File: src/rtl/simple_frame_buffer.sv
// simple_frame_buffer
//   Buffers a valid-only word stream (no backpressure on the input side) in a
//   small first-word-fall-through FIFO and re-emits it on a valid/ready port.
//   Every FRAME_LEN-th delivered word is marked with dout_last. Input words
//   that arrive while the FIFO is full (and nothing pops that cycle) are
//   dropped and reported on a sticky overflow flag.
//
// Handshake: a word transfers on any cycle with dout_vld && dout_rdy (pop).
//   While dout_vld=1 and dout_rdy=0, dout/dout_last hold; dout_vld only
//   falls after a pop.
//
// Ports:
//   clk        in   rising-edge clock
//   rst        in   synchronous active-high reset
//   din_vld    in   input word valid (one word per cycle, no ready)
//   din        in   input word
//   dout_vld   out  output word valid
//   dout_rdy   in   downstream ready
//   dout       out  output word (0 when empty)
//   dout_last  out  final word of a frame, qualified by dout_vld
//   level      out  words held, 0..DEPTH, including the word on dout
//   overflow   out  sticky drop flag
//   ovf_clr    in   one-cycle pulse clearing overflow (a same-cycle drop wins)
module simple_frame_buffer #(
  parameter int WIDTH_DIN  = 16,
  parameter int DEPTH_LOG2 = 4,
  parameter int FRAME_LEN  = 256
) (
  input  logic                  clk,
  input  logic                  rst,
  input  logic                  din_vld,
  input  logic [WIDTH_DIN-1:0]  din,
  output logic                  dout_vld,
  input  logic                  dout_rdy,
  output logic [WIDTH_DIN-1:0]  dout,
  output logic                  dout_last,
  output logic [DEPTH_LOG2:0]   level,
  output logic                  overflow,
  input  logic                  ovf_clr
);

  localparam int DEPTH = 1 << DEPTH_LOG2;
  // A one-word frame still needs a 1-bit counter to keep the logic regular.
  localparam int CNT_W = (FRAME_LEN > 1) ? $clog2(FRAME_LEN) : 1;

  localparam logic [DEPTH_LOG2:0]   FULL_LVL  = (DEPTH_LOG2+1)'(DEPTH);
  localparam logic [DEPTH_LOG2:0]   LVL_ONE   = (DEPTH_LOG2+1)'(1);
  localparam logic [DEPTH_LOG2-1:0] PTR_ONE   = DEPTH_LOG2'(1);
  localparam logic [CNT_W-1:0]      LAST_CNT  = CNT_W'(FRAME_LEN - 1);
  localparam logic [CNT_W-1:0]      CNT_ONE   = CNT_W'(1);

  logic [WIDTH_DIN-1:0]  mem_q [DEPTH];
  logic [DEPTH_LOG2-1:0] wr_ptr_q, wr_ptr_d;
  logic [DEPTH_LOG2-1:0] rd_ptr_q, rd_ptr_d;
  logic [DEPTH_LOG2:0]   level_q,  level_d;
  logic [CNT_W-1:0]      cnt_q,    cnt_d;
  logic                  ovf_q,    ovf_d;

  logic pop;
  logic wr_en;
  logic drop;
  logic at_last;

  assign dout_vld  = (level_q != '0);
  assign at_last   = (cnt_q == LAST_CNT);
  assign pop       = dout_vld && dout_rdy;
  // A pop in the same cycle frees a slot, so a full FIFO can still accept.
  assign wr_en     = din_vld && ((level_q != FULL_LVL) || pop);
  assign drop      = din_vld && !wr_en;

  assign dout      = dout_vld ? mem_q[rd_ptr_q] : '0;
  assign dout_last = dout_vld && at_last;
  assign level     = level_q;
  assign overflow  = ovf_q;

  always_comb begin
    wr_ptr_d = wr_ptr_q;
    rd_ptr_d = rd_ptr_q;
    level_d  = level_q;
    cnt_d    = cnt_q;
    ovf_d    = ovf_q;

    if (wr_en) begin
      wr_ptr_d = wr_ptr_q + PTR_ONE;
    end

    if (pop) begin
      rd_ptr_d = rd_ptr_q + PTR_ONE;
      // Frame position follows delivered words only.
      cnt_d    = at_last ? '0 : cnt_q + CNT_ONE;
    end

    if (wr_en && !pop) begin
      level_d = level_q + LVL_ONE;
    end else if (pop && !wr_en) begin
      level_d = level_q - LVL_ONE;
    end

    // Set has priority over clear.
    if (drop) begin
      ovf_d = 1'b1;
    end else if (ovf_clr) begin
      ovf_d = 1'b0;
    end
  end

  always_ff @(posedge clk) begin
    if (rst) begin
      wr_ptr_q <= '0;
      rd_ptr_q <= '0;
      level_q  <= '0;
      cnt_q    <= '0;
      ovf_q    <= 1'b0;
    end else begin
      wr_ptr_q <= wr_ptr_d;
      rd_ptr_q <= rd_ptr_d;
      level_q  <= level_d;
      cnt_q    <= cnt_d;
      ovf_q    <= ovf_d;
    end
  end

  // Storage needs no reset: level gates everything read from it.
  always_ff @(posedge clk) begin
    if (wr_en && !rst) begin
      mem_q[wr_ptr_q] <= din;
    end
  end

endmodule
File: config.mk
export PLATFORM = sky130hd
export DESIGN_NAME = simple_frame_buffer
export DESIGN_NICKNAME = d
export VERILOG_FILES = /design/src/rtl/simple_frame_buffer.sv
export SDC_FILE = /design/constraint.sdc
export NUM_CORES = 1
export LEC_CHECK = 0
export CAP_MARGIN = 20
export CORE_MARGIN = 2
export CORE_UTILIZATION = 39
export CTS_CLUSTER_SIZE = 16
export DETAILED_ROUTE_END_ITERATION = 6
export PLACE_DENSITY = 0.6
export RECOVER_POWER = 50
export SLEW_MARGIN = 10
export SYNTH_ARGS = -nofsm -noshare
export SYNTH_HDL_FRONTEND = slang
export SYNTH_SLANG_ARGS = --single-unit
File: constraint.sdc
create_clock -name clk -period 3 [get_ports clk]
set_clock_uncertainty 0.05 [all_clocks]
set_input_delay 0.45 -clock clk [delete_from_list [all_inputs] [get_ports clk]]
set_output_delay 0.45 -clock clk [all_outputs]
set_load 0.05 [all_outputs]
==> reports/metrics.yaml, run 1 <==
routing:
  drt_iter0_markers: 474
  dr.pass1.iters: 5
  drt_wl_total_mm: 24.8
  wl_per_cell_um: 22.9
  drc: 0
  vias_per_cell: 5.29
  ant_nets: 0
  dr_total_vias: 5735
critical_path:
  startpoint_type: "flop"
  reg2regPathDepth: 11
  crit_arrival_ps: 2490
  cp-end-kind: "primary output"
  crit_path_max_fanout: 7
  crit_chain: "or4_4, buf_8, or2_4, buf_12, o21ai_1, a21oi_1, buf_4"
  rr_endpoint: "level[4]"
  max_stage_delay_ps: 560
  slowest_stage: "or4_4"
  crit_end: "dout[7]"
  r2r_start: "level[1]"
  worstPathRequired_ps: 2500
  cp-startpoint: "level[1]"
  rrSetupSlack_ps: 70
  critical_path_class: "flop to primary output"
place:
  port_buffers: 44
  dp_hpwl_mm: 13.9
  dp_cells: 1002
  placed_area_um2: 12400
  place.gp.congestion: 0.770
  pre_cts_slack_ps: -3.85
logic_synthesis:
  yosysUniqueCellTypes: 41
  postSynthCellCount: 571
  synth_top_family_by_area: "multiplexers"
  synth.mux.area_fraction_pct: 16.7
  async_flop_share_pct: 0
  yosys_warnings: 0
  synthAdderAreaFrac_pct: 1.29
  synth_flop_cell: "edfxtp_1"
  synthesis.nets: 603
  synth_top_cell_area_share_pct: 68.4
  synth_area_leader_cell: "edfxtp_1"
  synth_xor_area_share_pct: 1.09
  ys_seq_elements: 282
  synth-compound-area-share_pct: 2.90
  synth_edf_count: 256
  syn_area_um2: 11200
  ys_seq_area_share_pct: 73.1
  synth_area_leaders: "edfxtp_1 68%, mux4_2 9.2%, dfxtp_1 4.6%"
  synth-simple-area-share_pct: 3.13
  postSynthAreaPerCell_um2: 19.7
timing:
  setup_violations: 0
  relSlewSlack_pct: 42.0
  finalHoldViolCount: 0
  slew_violations: 0
  rsz0062_at_grt: "yes"
  min_period_ps: 2990
  fin_ws_ps: 5.61
  clock.fmax_mhz: 334
  tightest_slew_ps: 870
  finalSetupTns_ps: 0
  period_share_pct: 99.8
pwr:
  total_power_w: 0.0114
  p_int_w: 0.00793
  pwr-share-comb_pct: 30.7
  p_sw_w: 0.00347
  leakagePower_nw: 4.42
  clkPwrFrac_pct: 30.0
  powerDensity_nw_per_um2: 831
  power_frac_seq_pct: 39.4
  vdd_drop_max_mv: 0.636
  p_sw_share_pct: 30.4
floorplan:
  die_x_um: 174
  fp.dieH_um: 174
  die_area_um2: 30200
  rows: 62
  core_um2: 28500
  io_pins: 45
  start_util_pct: 39.4
cells_and_area:
  register_area_um2: 8220
  nets: 709
  final_cells: 1085
  fin_area_um2: 13700
  syn2layout_area_growth_pct: 22.1
  layout-drive-gt1-share_pct: 33.6
  multiInputGateArea_um2: 2940
  fillers: 2451
clock_network:
  clk_latency_ps: 560
  clockBufferDepth: 3
  cts_tree: "built"
  cts_root_buf: "clkbuf_16"
  clk_pin_slew_worst_paths_ps: 60
  cts_hold_buf: 0
  cts.sink_count: 282
  h-tree-depth: 1
  cts-buffers-inserted: 29
grt:
  grt_pass1_vias: 6144
  antenna_found_initial: 1
  grt_overflow: 0
  grt_pass1_wl_mm: 37.4
  grt_start_max_net_pins: 49
  grt_usage_pct: 16.5
worst_hold_path:
  hold_class: "flop to flop"
flow_run:
  maxCapViolCount: 0
outcome:
  status: "finished clean"
[cells by family after synthesis]
logic type	count (synthesis)
compound gates	54
xor+xnor	14
fa+ha+maj	11
buf+inv	36
flops	282
mux	99
simple gates	75
[critical path, delay by kind of cell, from the launching register on]
kind | cells | cell delay, ps
buffers and inverters | 3 | 570
DFF | 1 | 350
and+or+nand+nor | 2 | 860
AOI/OAI and AO/OA | 2 | 160
[metal layers]
layer  up-vias  track usage, %  wire, µm
met2       172            27.7     12200
met4         0            4.10       560
met1      2991            22.5     10700
li1       2531               -         -
met3        41            3.03      1390
met5         -               0         0
[cells in the mapped netlist, drive strengths merged (2+ instances only)]
cell type  instances
a21oi             24
and3               3
and4               2
buf               22
clkbuf             9
dfxtp             26
edfxtp           256
ha                10
inv                5
mux2              17
mux2i             18
mux4              64
nand2              8
nand2b             2
nand3              3
nor2              44
nor2b              3
o2111ai            3
o211ai             6
o21ai             18
or3                2
or3b               2
xor2              13
[worst min-delay path by stage]
stage,depth (start not counted),from,end
after global routing,2,cnt_q[1],cnt_q[1]
after CTS,2,cnt_q[1],cnt_q[1]
after floorplan,2,cnt_q[1],cnt_q[1]
after global placement,2,cnt_q[1],cnt_q[1]
after detailed placement,2,cnt_q[1],cnt_q[1]
final,2,cnt_q[1],cnt_q[1]
[state kept, by name, summed over array words and instances (netlist names), named ones only]
name / count
level: 5
wr_ptr_q: 4
cnt_q: 8
overflow: 1
mem_q: 256
rd_ptr_q: 4
[final cells by class]
type	instances	area share, %
sequential	282	59.9
multi-input combinational	253	21.4
timing repair buffer	106	8.41
clock buffer	32	5.37
tap	384	3.50
clock inverter	22	1.27
inverter	5	0.137
antenna	1	0.0182
[timing repair]
action,in CTS,in global routing
pin swaps,1,4
gates resized for setup,18,55
setup endpoints to repair,17,17
gates cloned,3,2
setup buffers,17,7
[power by group through the flow]
stage / logic (W) / clock network (W) / registers (W)
detailed placement: 0.00289 / 0 / 0.00457
finish: 0.00350 / 0.00342 / 0.00449
CTS: 0.00324 / 0.00349 / 0.00449
floorplan: 0.00198 / 0 / 0.00460
global route: 0.00371 / 0.00365 / 0.00450
global placement: 0.00284 / 0 / 0.00456
[stage by stage]
stage / hold slack (ps) / util, %
2_1_floorplan: 399 / -
3_3_place_gp: 415 / 43.3
3_5_place_dp: 435 / 43.3
4_1_cts: 446 / 47.5
5_1_grt: 470 / 48.1
6_report: 445 / 48.1
[layout by cell type (no fill, tap or decap), drive strengths merged, types with 2 or more instances in the layout]
cell           synthesis  layout
a21oi                 24      24
and3                   3       3
and4                   2       2
buf                   22      72
bufbuf                 0       2
bufinv                 0       2
clkbuf                 9      38
clkdlybuf4s50          0      10
clkinv                 0      17
clkinvlp               0       2
dfxtp                 26      26
dlygate4sd3            0      16
edfxtp               256     256
ha                    10      10
inv                    5       6
mux2                  17      17
mux2i                 18      18
mux4                  64      64
nand2                  8       8
nand2b                 2       2
nand3                  3       3
nor2                  44      44
nor2b                  3       3
o2111ai                3       3
o211ai                 6       6
o21ai                 18      18
or3                    2       2
or3b                   2       2
xor2                  13      13
(Power assumes the default switching activity.)
==> inputs of run 2 (changes only) <==
--- a/config.mk
+++ b/config.mk
@@ -5,7 +5,6 @@
 export SDC_FILE = /design/constraint.sdc
 export NUM_CORES = 1
 export LEC_CHECK = 0
-export CAP_MARGIN = 20
 export CORE_MARGIN = 2
 export CORE_UTILIZATION = 39
 export CTS_CLUSTER_SIZE = 16
==> results of run 2 <==
No change in the layout: final DEF, timing and power equal those of run 1.
==> RTL edit 1, RTL diff (config.mk and constraints of run 1) <==
Set the parameter `FRAME_LEN` to 512 (it was 256).
--- a/src/rtl/simple_frame_buffer.sv
+++ b/src/rtl/simple_frame_buffer.sv
@@ -25,5 +25,5 @@
   parameter int WIDTH_DIN  = 16,
   parameter int DEPTH_LOG2 = 4,
-  parameter int FRAME_LEN  = 256
+  parameter int FRAME_LEN  = 512
 ) (
   input  logic                  clk,
Behaviour: no difference found for any inputs over 4 cycles, from zero or initial values and one cycle with rst high; that may be too few to reach the edited logic, so the function may still have changed.
==> RTL edit 1 against run 1 <==
Global-route usage fell by 1.3 points; worst setup slack improved by 26 ps; count of clock-buffer cells in the layout rose by 5; wire length fell by 4.7%; critical path depth fell by 2; cell area fell by 3.5%; register-to-register slack got worse by 20 ps; synthesized area fell by 0.49%; total power fell by 4.5%; maximum frequency rose by 0.86%; combinational power fell by 14%; sequential share of layout area rose by 2.3 points; sequential power rose by 0.9%; sequential cell count rose by 1; critical path type unchanged; largest power group unchanged.
==> RTL edit 1: results (changes against run 1) <==
Pwr
  • Pleak: 4.18 nW (was 4.42 nW)
  • P_sw: 3.36 mW (was 3.47 mW)
  • Peak supply drop: 0.640 mV (was 0.636 mV)

Worst setup path
  • Slowest cell on crit path: or4_4 (unchanged)
  • Worst stage delay on the critical path: 680 ps (was 560 ps)
  • CP Capture Point: dout[8] (was dout[7])
  • CP startpoint: level[1] (unchanged)
  • Critical path fanouts, max: 14 (was 7)
  • Cell family with most CP delay: simple AND/OR/NAND/NOR gates (unchanged)
  • Critical Path AT: 2470 ps (was 2490 ps)
  • R2R setup slack: 50 ps (was 70 ps)
  • Number of cells on the worst reg-to-reg path: 9 (was 11)
  • Worst R2R End: level[4] (unchanged)

Synthesis
  • EDFF count, synth: 256 (unchanged)
  • Synth cell count leaders: edfxtp_1 (256), mux4_2 (64), nor2_1 (39), dfxtp_1 (27), a21oi_1 (24) (was edfxtp_1 (256), mux4_2 (46), nor2_1 (44), dfxtp_1 (26), a21oi_1 (24))
  • Sequential element share of the synthesized area: 0.736 (was 0.731)
  • Syn nets: 604 (was 603)
  • Top FF cell, synth: edfxtp_1 (unchanged)
  • Synth async-reset ratio: 0 (unchanged)
  • Top post-synthesis cells by area: edfxtp_1 (69%), mux4_2 (13%), dfxtp_1 (4.8%) (was edfxtp_1 (68%), mux4_2 (9.2%), dfxtp_1 (4.6%))
  • Post-synth cell types: 44 (was 41)
  • Syn. warnings: 0 (unchanged)

Global route
  • Vias in the first global route: 5934 (was 6144)
  • Initial antenna violation count: 2 (was 1)
  • Gr usage total: 0.153 (was 0.165)
  • Largest net degree at the start of global routing: 49 (unchanged)
  • First-pass GRT wire length: 35.2 mm (was 37.4 mm)

Final layout
  • Max FFs per register: 256 (unchanged)
  • Layout net count: 686 (was 709)
  • Top reg by flops: mem_q (unchanged)
  • Number of fill cells: 2366 (was 2451)
  • Share of layout cells above drive strength 1: 0.312 (was 0.336)

Detailed routing
  • Iteration-0 DRC Markers: 478 (was 474)
  • Metal3 WL: 1.49 mm (was 1.39 mm)
  • Routed len/inst: 22.4 µm (was 22.9 µm)
  • Drt first pass iters: 5 (unchanged)
  • Via count: 5597 (was 5735)
  • Remaining DRCs: 0 (unchanged)
  • Uppermost routed layer: met5 (was met4)
  • M1 WL: 9.99 mm (was 10.7 mm)
  • Wire length on met2: 11.7 mm (was 12.2 mm)

Clocking
  • Worst-path clk slew: 60 ps (about the same)
  • CTS tree: yes (unchanged)
  • H-tree lvl count: 1 (unchanged)
  • CTS buffer count: 29 (unchanged)
  • Insertion delay to the later sink of the worst-skew pair: between 500 and 600 ps
  • Worst-case clock buffer depth: 3 (unchanged)
  • Root Driver: clkbuf_16 (unchanged)

Timing
  • Max Slew Vio Count: 0 (unchanged)
  • Worst Max-Slew Pin Slew: 687 ps (was 870 ps)

Placement
  • Post-DP HPWL: 13.3 mm (was 13.9 mm)
  • GPL Wtd Cong: 0.817 (was 0.770)
  • Placed cell areas: 12200 µm² (was 12400 µm²)
  • Port Buf Inserts: 44 (unchanged)

Run status
  • Status: finished, final reports clean (unchanged)

Hold path
  • Worst hold path class: reg -> reg (unchanged)
## RTL edit 1: worst min-delay path, cell delays in order (launching register included)
cell and delay [ps]:
dfxtp_1 310, nand2_1 50, a21oi_1 50
## RTL edit 1: metal layers
layer  vias to the layer above  track usage
li1                       2471            -
met1                      2927        0.201
met2                       161        0.261
met3                        36       0.0314
met4                         2       0.0353
met5                         -            0
## RTL edit 1: metrics by stage
step	power (mW)	TNS, ps	util	setup WS [ps]	cells
2_1_floorplan	6.62	0	-	28.2	571
3_3_place_gp	7.38	0	0.437	135	993
3_5_place_dp	7.42	0	0.437	83.5	993
4_1_cts	10.8	0	0.469	5.91	1048
5_1_grt	11.3	-458	0.473	-58.9	1055
6_report	10.9	0	0.473	31.3	1056
## RTL edit 1: logic make-up after synthesis
group | synth area share
compound gates | 0.0294
xor+xnor | 0.0102
simple gates | 0.0321
flops | 0.736
fa+ha+maj | 0.0141
buf+inv | 0.0160
mux | 0.162
## RTL edit 1: timing repair
action | CTS | global route
setup endpoints to repair | 18 | 15
buffers inserted | 1 | 2
cloned | 0 | 4
gates resized for setup | 13 | 8
## RTL edit 1: power by group through the flow
stage | combinational, mW | clock [mW] | sequential [mW]
floorplan | 1.99 | 0 | 4.63
global placement | 2.79 | 0 | 4.59
detailed placement | 2.82 | 0 | 4.60
CTS | 2.88 | 3.42 | 4.50
global route | 3.21 | 3.56 | 4.54
finish | 3.01 | 3.35 | 4.53
## RTL edit 1: cell type report
class	instances	area, µm²	share of cell area
repair buffers	79	781	0.0589
multi-input cells	257	2860	0.216
well taps	378	473	0.0357
inverters	3	11.3	0.000850
clock buffers	37	756	0.0571
clock inverters	17	128	0.00964
flip-flops and latches	283	8240	0.622
diodes	2	5.00	0.000378
## RTL edit 1: how the worst min path moves through the flow
| stage | from | to | slack [ps] | depth (start not counted) |
|---|---|---|---|---|
| CTS | cnt_q[8] | cnt_q[8] | 420 | 2 |
| detailed placement | cnt_q[8] | cnt_q[8] | 410 | 2 |
| finish | cnt_q[8] | cnt_q[8] | 420 | 2 |
| global route | cnt_q[8] | cnt_q[8] | 440 | 2 |
| floorplan | cnt_q[8] | cnt_q[8] | 390 | 2 |
| global placement | cnt_q[8] | cnt_q[8] | 400 | 2 |
==> RTL edit 2, RTL diff (settings of run 1) <==
Made on the original files. Put one more register stage on the output `level`, cleared by the reset. The value now appears one clock later. The other outputs are not delayed to match.
--- a/src/rtl/simple_frame_buffer.sv
+++ b/src/rtl/simple_frame_buffer.sv
@@ -71,5 +71,11 @@
   assign dout      = dout_vld ? mem_q[rd_ptr_q] : '0;
   assign dout_last = dout_vld && at_last;
-  assign level     = level_q;
+  always_ff @(posedge clk) begin
+    if (rst) begin
+      level <= '0;
+    end else begin
+      level <= level_q;
+    end
+  end
   assign overflow  = ovf_q;
 
Behaviour: not the same (a bounded check fails within 4 cycles, from zero or initial values and one cycle with rst high).
==> RTL edit 2 against run 1 <==
The flow now finishes with violations (setup timing); wire length decreased by 2.5%; total power shrank 0.45%; combinational power is 5% lower; worst setup slack worse by 8.6 ps; critical path depth stayed put; first-iteration DRC count is 5.1% lower; synthesized area increased by 1.1%; sequential cell count increased by 5; cell area about the same.
==> RTL edit 2: results (changes against run 1) <==
Run status
  • Status: finished with violations (was finished, final reports clean)
  • Failing checks: setup timing

Global route
  • Initial antenna violation count: 2 (was 1)
  • Largest net degree at the start of global routing: 31 (was 49)
  • Met1 Use GR: 0.205 (was 0.225)
  • Vias in the first global route: 6051 (was 6144)

Final layout
  • Reg area: 8320 µm² (was 8220 µm²)

Pwr
  • Clock Power Share: 0.303 (was 0.300)
  • P_sw: 3.36 mW (was 3.47 mW)
  • Logic power comb: 3.31 mW (was 3.50 mW)

Detailed routing
  • M1 WL: 10.1 mm (was 10.7 mm)
  • Routed len/inst: 22.2 µm (was 22.9 µm)
  • Drt first pass iters: 4 (was 5)

Timing
  • Final worst slack: -2.97 ps (was 5.61 ps)
  • WHS: 426 ps (was 445 ps)
  • Worst Max-Slew Pin Slew: 923 ps (was 870 ps)
  • # setup viols final: 1 (was 0)

Synthesis
  • Top post-synthesis cells by area: edfxtp_1 (68%), mux4_2 (9.1%), dfxtp_1 (5.5%) (was edfxtp_1 (68%), mux4_2 (9.2%), dfxtp_1 (4.6%))
  • Synth cell count leaders: edfxtp_1 (256), mux4_2 (46), nor2_1 (46), dfxtp_1 (31), a21oi_1 (24) (was edfxtp_1 (256), mux4_2 (46), nor2_1 (44), dfxtp_1 (26), a21oi_1 (24))
  • Mux share of post-synthesis cell area: 0.166 (was 0.167)
  • Syn nets: 612 (was 603)

Placement
  • Cells after DPL: 1018 (was 1002)
  • Post-Place Setup Slack: 109 ps (was -3.85 ps)

Clocking
  • Post_cts resized: 14 (was 18)
  • Insertion delay to the later sink of the worst-skew pair: 540 ps (was 560 ps)

Worst setup path
  • Number of cells on the worst reg-to-reg path: 10 (was 11)
-- RTL edit 2: changes by cell type after synthesis --
| cell | change |
|---|---|
| dfxtp_1 | +5 |
| buf_1 | -2 |
| nor2b_1 | +2 |
| nor2_1 | +2 |
| clkbuf_1 | +2 |
-- RTL edit 2: worst max-delay path by stage --
stage               start    endpoint  slack, ps  depth (start not counted)
4_1_cts         flip-flop     dout[9]        -20                          6
6_report        flip-flop     dout[5]         -3                          7
2_1_floorplan  level_q[0]  level_q[4]        120                         10
3_5_place_dp     dout_rdy  level_q[4]        110                          9
3_3_place_gp     dout_rdy  level_q[4]        120                          9
5_1_grt         flip-flop     dout[5]        -60                          7
-- RTL edit 2: area by class of cell --
cell class                 instances  share of cell area
clock buffer                      37              0.0550
timing repair buffer             102              0.0742
antenna                            2            0.000364
multi-input combinational        259               0.217
clock inverter                    16              0.0111
tap                              384              0.0350
inverter                           5             0.00137
sequential                       287               0.606
